===== src/rtl/key_conditioner_pkg.sv =====
// ---------------------------------------------------------------------------
// key_conditioner_pkg
//   Shared definitions for the push-button conditioner: the per-channel FSM
//   state encoding, default timing constants for a 50 MHz CLOCK_50, and a
//   helper that sizes a counter for a given cycle count.
// ---------------------------------------------------------------------------
package key_conditioner_pkg;

    // Per-channel debounce/hold state machine, 2-bit encoding.
    typedef enum logic [1:0] {
        ST_IDLE     = 2'd0,
        ST_DB_PRESS = 2'd1,
        ST_PRESSED  = 2'd2,
        ST_DB_REL   = 2'd3
    } key_state_t;

    // Defaults for a 50 MHz clock: 10 ms debounce, 1 s long press, 200 ms repeat.
    localparam int DEF_NUM_KEYS      = 2;
    localparam int DEF_DB_CYCLES     = 500_000;
    localparam int DEF_LONG_CYCLES   = 50_000_000;
    localparam int DEF_REPEAT_CYCLES = 10_000_000;

    // Width of a counter that must hold values 0 .. n-1 (never narrower than 1 bit).
    function automatic int cnt_width(input int n);
        return (n < 2) ? 1 : $clog2(n);
    endfunction

endpackage


===== src/rtl/key_conditioner_channel.sv =====
// ---------------------------------------------------------------------------
// key_conditioner_channel
//   One push-button channel: 2-flop synchroniser, debounce FSM, hold counter.
//   Emits registered single-cycle press / release / long / repeat pulses and a
//   registered debounced level.
//
// Ports
//   CLOCK_50   in   system clock, rising edge
//   RESET      in   synchronous, active-high reset
//   KEY        in   raw button, active-low, asynchronous, may bounce
//   key_level  out  debounced state, 1 = pressed (PRESSED or DB_REL)
//   key_press  out  1-cycle pulse when a press is accepted
//   key_rel    out  1-cycle pulse when a release is accepted
//   key_long   out  1-cycle pulse LONG_CYCLES after key_press, once per hold
//   key_rpt    out  1-cycle pulse every REPEAT_CYCLES after key_long while held
// ---------------------------------------------------------------------------
module key_conditioner_channel
    import key_conditioner_pkg::*;
#(
    parameter int DB_CYCLES     = DEF_DB_CYCLES,
    parameter int LONG_CYCLES   = DEF_LONG_CYCLES,
    parameter int REPEAT_CYCLES = DEF_REPEAT_CYCLES
) (
    input  logic CLOCK_50,
    input  logic RESET,
    input  logic KEY,
    output logic key_level,
    output logic key_press,
    output logic key_rel,
    output logic key_long,
    output logic key_rpt
);

    localparam int DB_W   = cnt_width(DB_CYCLES);
    localparam int HOLD_W = cnt_width(LONG_CYCLES + REPEAT_CYCLES);

    localparam logic [DB_W-1:0]   DB_LAST    = DB_W'(DB_CYCLES - 1);
    localparam logic [HOLD_W-1:0] LONG_LAST  = HOLD_W'(LONG_CYCLES - 1);
    localparam logic [HOLD_W-1:0] RPT_FIRST  = HOLD_W'(LONG_CYCLES);
    localparam logic [HOLD_W-1:0] RPT_LAST   = HOLD_W'(LONG_CYCLES - 1 + REPEAT_CYCLES);

    logic              sync1;
    logic              sync2;
    logic              pressed_s;
    key_state_t        state;
    logic [DB_W-1:0]   db_cnt;
    logic [HOLD_W-1:0] hold_cnt;
    logic              long_done;

    // Synchronised, active-high view of the button.
    assign pressed_s = ~sync2;

    // NOTE: every register here, including the synchroniser, is reset
    // synchronously; the sync flops reset to 1 so a reset reads as "released".
    always_ff @(posedge CLOCK_50) begin
        if (RESET) begin
            sync1     <= 1'b1;
            sync2     <= 1'b1;
            state     <= ST_IDLE;
            db_cnt    <= '0;
            hold_cnt  <= '0;
            long_done <= 1'b0;
            key_level <= 1'b0;
            key_press <= 1'b0;
            key_rel   <= 1'b0;
            key_long  <= 1'b0;
            key_rpt   <= 1'b0;
        end else begin
            // NOTE: non-blocking assignments throughout, so every read below
            // sees the value from before this edge.
            sync1 <= KEY;
            sync2 <= sync1;

            key_press <= 1'b0;
            key_rel   <= 1'b0;
            key_long  <= 1'b0;
            key_rpt   <= 1'b0;

            // Level follows the state one cycle late, so it rises the cycle
            // after key_press and falls the cycle after key_rel.
            key_level <= (state == ST_PRESSED) || (state == ST_DB_REL);

            case (state)
                ST_IDLE: begin
                    if (pressed_s) begin
                        state  <= ST_DB_PRESS;
                        db_cnt <= DB_W'(1);
                    end
                end

                ST_DB_PRESS: begin
                    if (!pressed_s) begin
                        state <= ST_IDLE;                 // bounce rejected
                    end else if (db_cnt == DB_LAST) begin
                        state     <= ST_PRESSED;
                        key_press <= 1'b1;
                        hold_cnt  <= '0;
                        long_done <= 1'b0;
                    end else begin
                        db_cnt <= db_cnt + 1'b1;
                    end
                end

                ST_PRESSED: begin
                    // The hold counter advances on every PRESSED cycle,
                    // including the one that leaves for DB_REL.
                    if (!long_done) begin
                        if (hold_cnt == LONG_LAST) begin
                            key_long  <= 1'b1;
                            long_done <= 1'b1;
                            if (REPEAT_CYCLES != 0)
                                hold_cnt <= hold_cnt + 1'b1;  // else saturate
                        end else begin
                            hold_cnt <= hold_cnt + 1'b1;
                        end
                    end else if (REPEAT_CYCLES != 0) begin
                        // Repeat phase cycles through LONG .. LONG-1+REPEAT,
                        // exactly REPEAT_CYCLES values, one pulse per lap.
                        if (hold_cnt == RPT_LAST) begin
                            key_rpt  <= 1'b1;
                            hold_cnt <= RPT_FIRST;
                        end else begin
                            hold_cnt <= hold_cnt + 1'b1;
                        end
                    end

                    if (!pressed_s) begin
                        state  <= ST_DB_REL;
                        db_cnt <= DB_W'(1);
                    end
                end

                ST_DB_REL: begin
                    // hold_cnt is frozen here and resumes if the release was a glitch.
                    if (pressed_s) begin
                        state <= ST_PRESSED;
                    end else if (db_cnt == DB_LAST) begin
                        state    <= ST_IDLE;
                        key_rel  <= 1'b1;
                        hold_cnt <= '0;
                    end else begin
                        db_cnt <= db_cnt + 1'b1;
                    end
                end

                default: state <= ST_IDLE;
            endcase
        end
    end

endmodule


===== src/rtl/key_conditioner.sv =====
// ---------------------------------------------------------------------------
// key_conditioner
//   Conditions the raw active-low DE-series push-buttons for the stopwatch /
//   watch control FSMs. One independent key_conditioner_channel per key.
//
// Ports
//   CLOCK_50   in   system clock, rising edge
//   RESET      in   synchronous, active-high reset
//   KEY        in   [NUM_KEYS] raw buttons, active-low, asynchronous
//   key_level  out  [NUM_KEYS] debounced state, 1 = pressed
//   key_press  out  [NUM_KEYS] 1-cycle pulse on accepted press
//   key_rel    out  [NUM_KEYS] 1-cycle pulse on accepted release
//   key_long   out  [NUM_KEYS] 1-cycle pulse LONG_CYCLES after key_press
//   key_rpt    out  [NUM_KEYS] 1-cycle pulse every REPEAT_CYCLES after key_long
// ---------------------------------------------------------------------------
module key_conditioner
    import key_conditioner_pkg::*;
#(
    parameter int NUM_KEYS      = DEF_NUM_KEYS,
    parameter int DB_CYCLES     = DEF_DB_CYCLES,
    parameter int LONG_CYCLES   = DEF_LONG_CYCLES,
    parameter int REPEAT_CYCLES = DEF_REPEAT_CYCLES
) (
    input  logic                CLOCK_50,
    input  logic                RESET,
    input  logic [NUM_KEYS-1:0] KEY,
    output logic [NUM_KEYS-1:0] key_level,
    output logic [NUM_KEYS-1:0] key_press,
    output logic [NUM_KEYS-1:0] key_rel,
    output logic [NUM_KEYS-1:0] key_long,
    output logic [NUM_KEYS-1:0] key_rpt
);

    for (genvar i = 0; i < NUM_KEYS; i++) begin : g_chan
        key_conditioner_channel #(
            .DB_CYCLES     (DB_CYCLES),
            .LONG_CYCLES   (LONG_CYCLES),
            .REPEAT_CYCLES (REPEAT_CYCLES)
        ) u_chan (
            .CLOCK_50  (CLOCK_50),
            .RESET     (RESET),
            .KEY       (KEY[i]),
            .key_level (key_level[i]),
            .key_press (key_press[i]),
            .key_rel   (key_rel[i]),
            .key_long  (key_long[i]),
            .key_rpt   (key_rpt[i])
        );
    end

endmodule


===== config.mk =====
export PLATFORM = sky130hd
export DESIGN_NAME = key_conditioner
export DESIGN_NICKNAME = d
export VERILOG_FILES = /design/src/rtl/key_conditioner_pkg.sv /design/src/rtl/key_conditioner_channel.sv /design/src/rtl/key_conditioner.sv
export SDC_FILE = /design/constraint.sdc
export NUM_CORES = 1
export LEC_CHECK = 0
export CELL_PAD_IN_SITES_DETAIL_PLACEMENT = 1
export CELL_PAD_IN_SITES_GLOBAL_PLACEMENT = 1
export CORE_UTILIZATION = 51
export DETAILED_ROUTE_END_ITERATION = 8
export PLACE_DENSITY = 0.92
export SLEW_MARGIN = 20
export SYNTH_ARGS = -nofsm -noshare
export SYNTH_HDL_FRONTEND = slang
export SYNTH_SLANG_ARGS = --single-unit

===== constraint.sdc =====
create_clock -name CLOCK_50 -period 7.3 [get_ports CLOCK_50]
set_clock_uncertainty 0.1 [all_clocks]
set_input_delay 0.73 -clock CLOCK_50 [delete_from_list [all_inputs] [get_ports CLOCK_50]]
set_output_delay 0.73 -clock CLOCK_50 [all_outputs]
set_load 0.005 [all_outputs]

==> flow_summary.json <==
{
  "grt_max_degree": 45,
  "drtPass1Iterations": 7,
  "max_freq_ghz": 0.2989,
  "antenna_found_initial": 0,
  "slew_viol_final": 0,
  "die_h_um": 109.2,
  "ys.flop_type": "dfxtp_1",
  "power.density_nw_per_um2": 192.1,
  "pwr-share-clk_pct": 44.5,
  "tightest_slew_ns": 1.079,
  "initial_core_util_pct": 53.14,
  "synthesis.area_um2": 5862,
  "ys_warn_count": 0,
  "synth_top_area_share_pct": 37.57,
  "tritoncts": "yes",
  "seqPwrFrac_pct": 50.1,
  "hold_path.class": "reg2reg",
  "drt_iter0_drc": 390,
  "cts_hold_buffers": 0,
  "hold_viol_final": 0,
  "setup_viol_count_final": 0,
  "cp-start-kind": "flop",
  "clkLatencyLatePin_ns": 0.37,
  "r2r_slack_ns": 3.95,
  "period_share_pct": 45.83,
  "grt_pass1_wl_um": 27540,
  "crit_path_end_kind": "flop",
  "yosysUniqueCellTypes": 66,
  "fin_crit_ns": 3.346,
  "routed_wirelength_um": 16500,
  "ios": 14,
  "min_to": "g_chan[0].u_chan.sync2",
  "cts_buffers": 9,
  "rows": 38,
  "first_global_vias": 5621,
  "place_congestion": 0.8999,
  "leakage_nw": 1.972,
  "ys_top_cells_by_area": "dfxtp_1 38%, a21oi_1 4.8%, nand2_1 4.4%, o21ai_0 4.4%, or3_1 3.1%",
  "cap_viol_max_count": 0,
  "synth_nets": 734,
  "max-vdd-ir-drop_mv": 0.1785,
  "num_vias": 5636,
  "synth_cells": 720,
  "synth_common_cells": "110 x dfxtp_1, 69 x nand2_1, 56 x a21oi_1",
  "cts_root_buf": "clkbuf_16",
  "grt_use_total_pct": 29.29,
  "cts_setup_buffers": 0,
  "grt.overflow.total": 0,
  "timing.rr.start": "g_chan[0].u_chan.state[0]",
  "placed_area_um2": 6003,
  "arrival_ns": 3.54,
  "core_um2": 11030,
  "synth_async_sr_flop_share_pct": 0,
  "post-route-cell-area_um2": 6341,
  "seq_area_frac_synth_pct": 37.57,
  "hold_start": "g_chan[0].u_chan.sync1",
  "cts.sinks": 110,
  "combPwrFrac_pct": 5.5,
  "slew_headroom_pct": 28.08,
  "r2r_end": "g_chan[0].u_chan.hold_cnt[3]",
  "layout.nets": 724,
  "setup_tns_ns": 0,
  "status": "finished clean",
  "dieArea_um2": 11930,
  "rsz0062_at_grt": "false",
  "clkSlewWorstSetupHoldPaths_ns": 0.08,
  "min_delay_path_depth": 1,
  "cp_data_required_time_ns": 7.49,
  "areaGrowthSynthToFinish_pct": 8.175,
  "reg2regPathDepth": 8,
  "io_buffers": 13,
  "drc_errors": 0,
  "hold_slack_ns": 0.3162,
  "drive_gt1_share_pct": 6.014,
  "h-tree-depth": 3,
  "dp.final_hpwl_um": 11280,
  "yosysMostFrequentCell": "dfxtp_1",
  "syn_avg_cell_area_um2": 8.141,
  "nFillCells": 1358,
  "synth-seq-cells": 110,
  "die_x_um": 109.2,
  "synth_edf_count": 0,
  "clockBufferDepth": 2,
  "criticalPathCategory": "reg2reg",
  "p_int_uw": 937.2,
  "cp_max_fo": 34,
  "sw_frac_of_total_pct": 23.07,
  "vias_per_cell": 6.592,
  "switchingPower_uw": 281.0,
  "wl_per_cell_um": 19.30,
  "ant_nets": 0,
  "post_cts_resized": 0,
  "synth_top_area_cell": "dfxtp_1",
  "diodes": 0
}
area by class of cell:
type	count	area [um^2]	area share, %
Tap cell	140	175.2	2.762
Inverter	15	56.30	0.8879
Clock buffer	11	242.7	3.828
Multi-Input combinational cell	556	3421	53.95
Sequential cell	110	2202	34.73
Timing Repair Buffer	18	162.7	2.565
Clock inverter	5	81.33	1.283
power by group through the flow:
stage                     clock network [mW]  registers [mW]  logic [mW]
after CTS                              0.549           0.610      0.0656
after global routing                   0.570           0.611      0.0727
after detailed placement                   0           0.624      0.0646
final                                  0.542           0.610      0.0665
after global placement                     0           0.623      0.0609
after floorplan                            0           0.622      0.0485
sequential cells by signal, summed over array words and instances, names as in the netlist, named ones only:
signal and cells:
g_chan.u_chan.db_cnt 38, g_chan.u_chan.key_rpt 2, g_chan.u_chan.key_press 2, g_chan.u_chan.sync2 2, g_chan.u_chan.hold_cnt 52, g_chan.u_chan.long_done 2, g_chan.u_chan.key_long 2, g_chan.u_chan.key_level 2
g_chan.u_chan.key_rel 2, g_chan.u_chan.sync1 2, g_chan.u_chan.state 2
critical path: stages, from the launching register on:
cell and delay (ns):
dfxtp_1 0.44, inv_1 0.12, ha_1 0.36, inv_1 0.25
or3_1 0.43, o31a_1 0.94, o21ai_0 0.24, buf_4 0.24
a21oi_1 0.14
per-layer routing:
layer,vias to the layer above,track usage [%],routed length (um)
met5,-,0,0
met4,0,10.95,337
met3,32,4.603,890
met2,154,48.92,8057
met1,2759,37.99,7212
li1,2691,-,-
worst max path at each step:
stage                               start                            end
2_1_floorplan  g_chan[0].u_chan.db_cnt[5]                           flop
4_1_cts         g_chan[0].u_chan.state[0]   g_chan[0].u_chan.hold_cnt[3]
6_report        g_chan[0].u_chan.state[0]   g_chan[0].u_chan.hold_cnt[3]
5_1_grt         g_chan[0].u_chan.state[0]   g_chan[0].u_chan.hold_cnt[2]
3_3_place_gp    g_chan[0].u_chan.state[0]  g_chan[0].u_chan.hold_cnt[18]
3_5_place_dp    g_chan[0].u_chan.state[0]   g_chan[0].u_chan.hold_cnt[3]
through the flow:
step	total power [mW]	cells	utilization [%]	setup slack (ns)
2_1_floorplan	0.6702	720	-	4.800
3_3_place_gp	0.6843	839	54.42	4.265
3_5_place_dp	0.6887	839	54.42	4.042
4_1_cts	1.225	855	57.36	3.995
5_1_grt	1.253	855	57.49	3.735
6_report	1.218	855	57.49	3.954
logic make-up (layout without fill, tap and decap cells):
family,after synthesis,in the layout,synth area share (%)
xor gates and xnor gates,19,19,2.839
and+or+nand+nor,341,341,33.13
muxes,6,6,1.067
buffers and inverters,54,49,4.311
DFF,110,110,37.57
adders and majority gates,10,10,2.134
AOI/OAI and AO/OA,180,180,18.95
cells in the final DEF, fill, tap and decap left out, types with 11 or more instances in the layout:
cell               n
dfxtp_1          110
nand2_1           69
a21oi_1           56
o21ai_0           51
nor2_1            43
nand3_1           36
or3_1             29
nor3_1            24
nand4_1           20
or4_1             16
nor4_1            16
inv_1             15
and3_1            15
and4_1            12
clkdlybuf4s50_1   12
xnor2_1           11
Power figures use the tool's default switching activity.
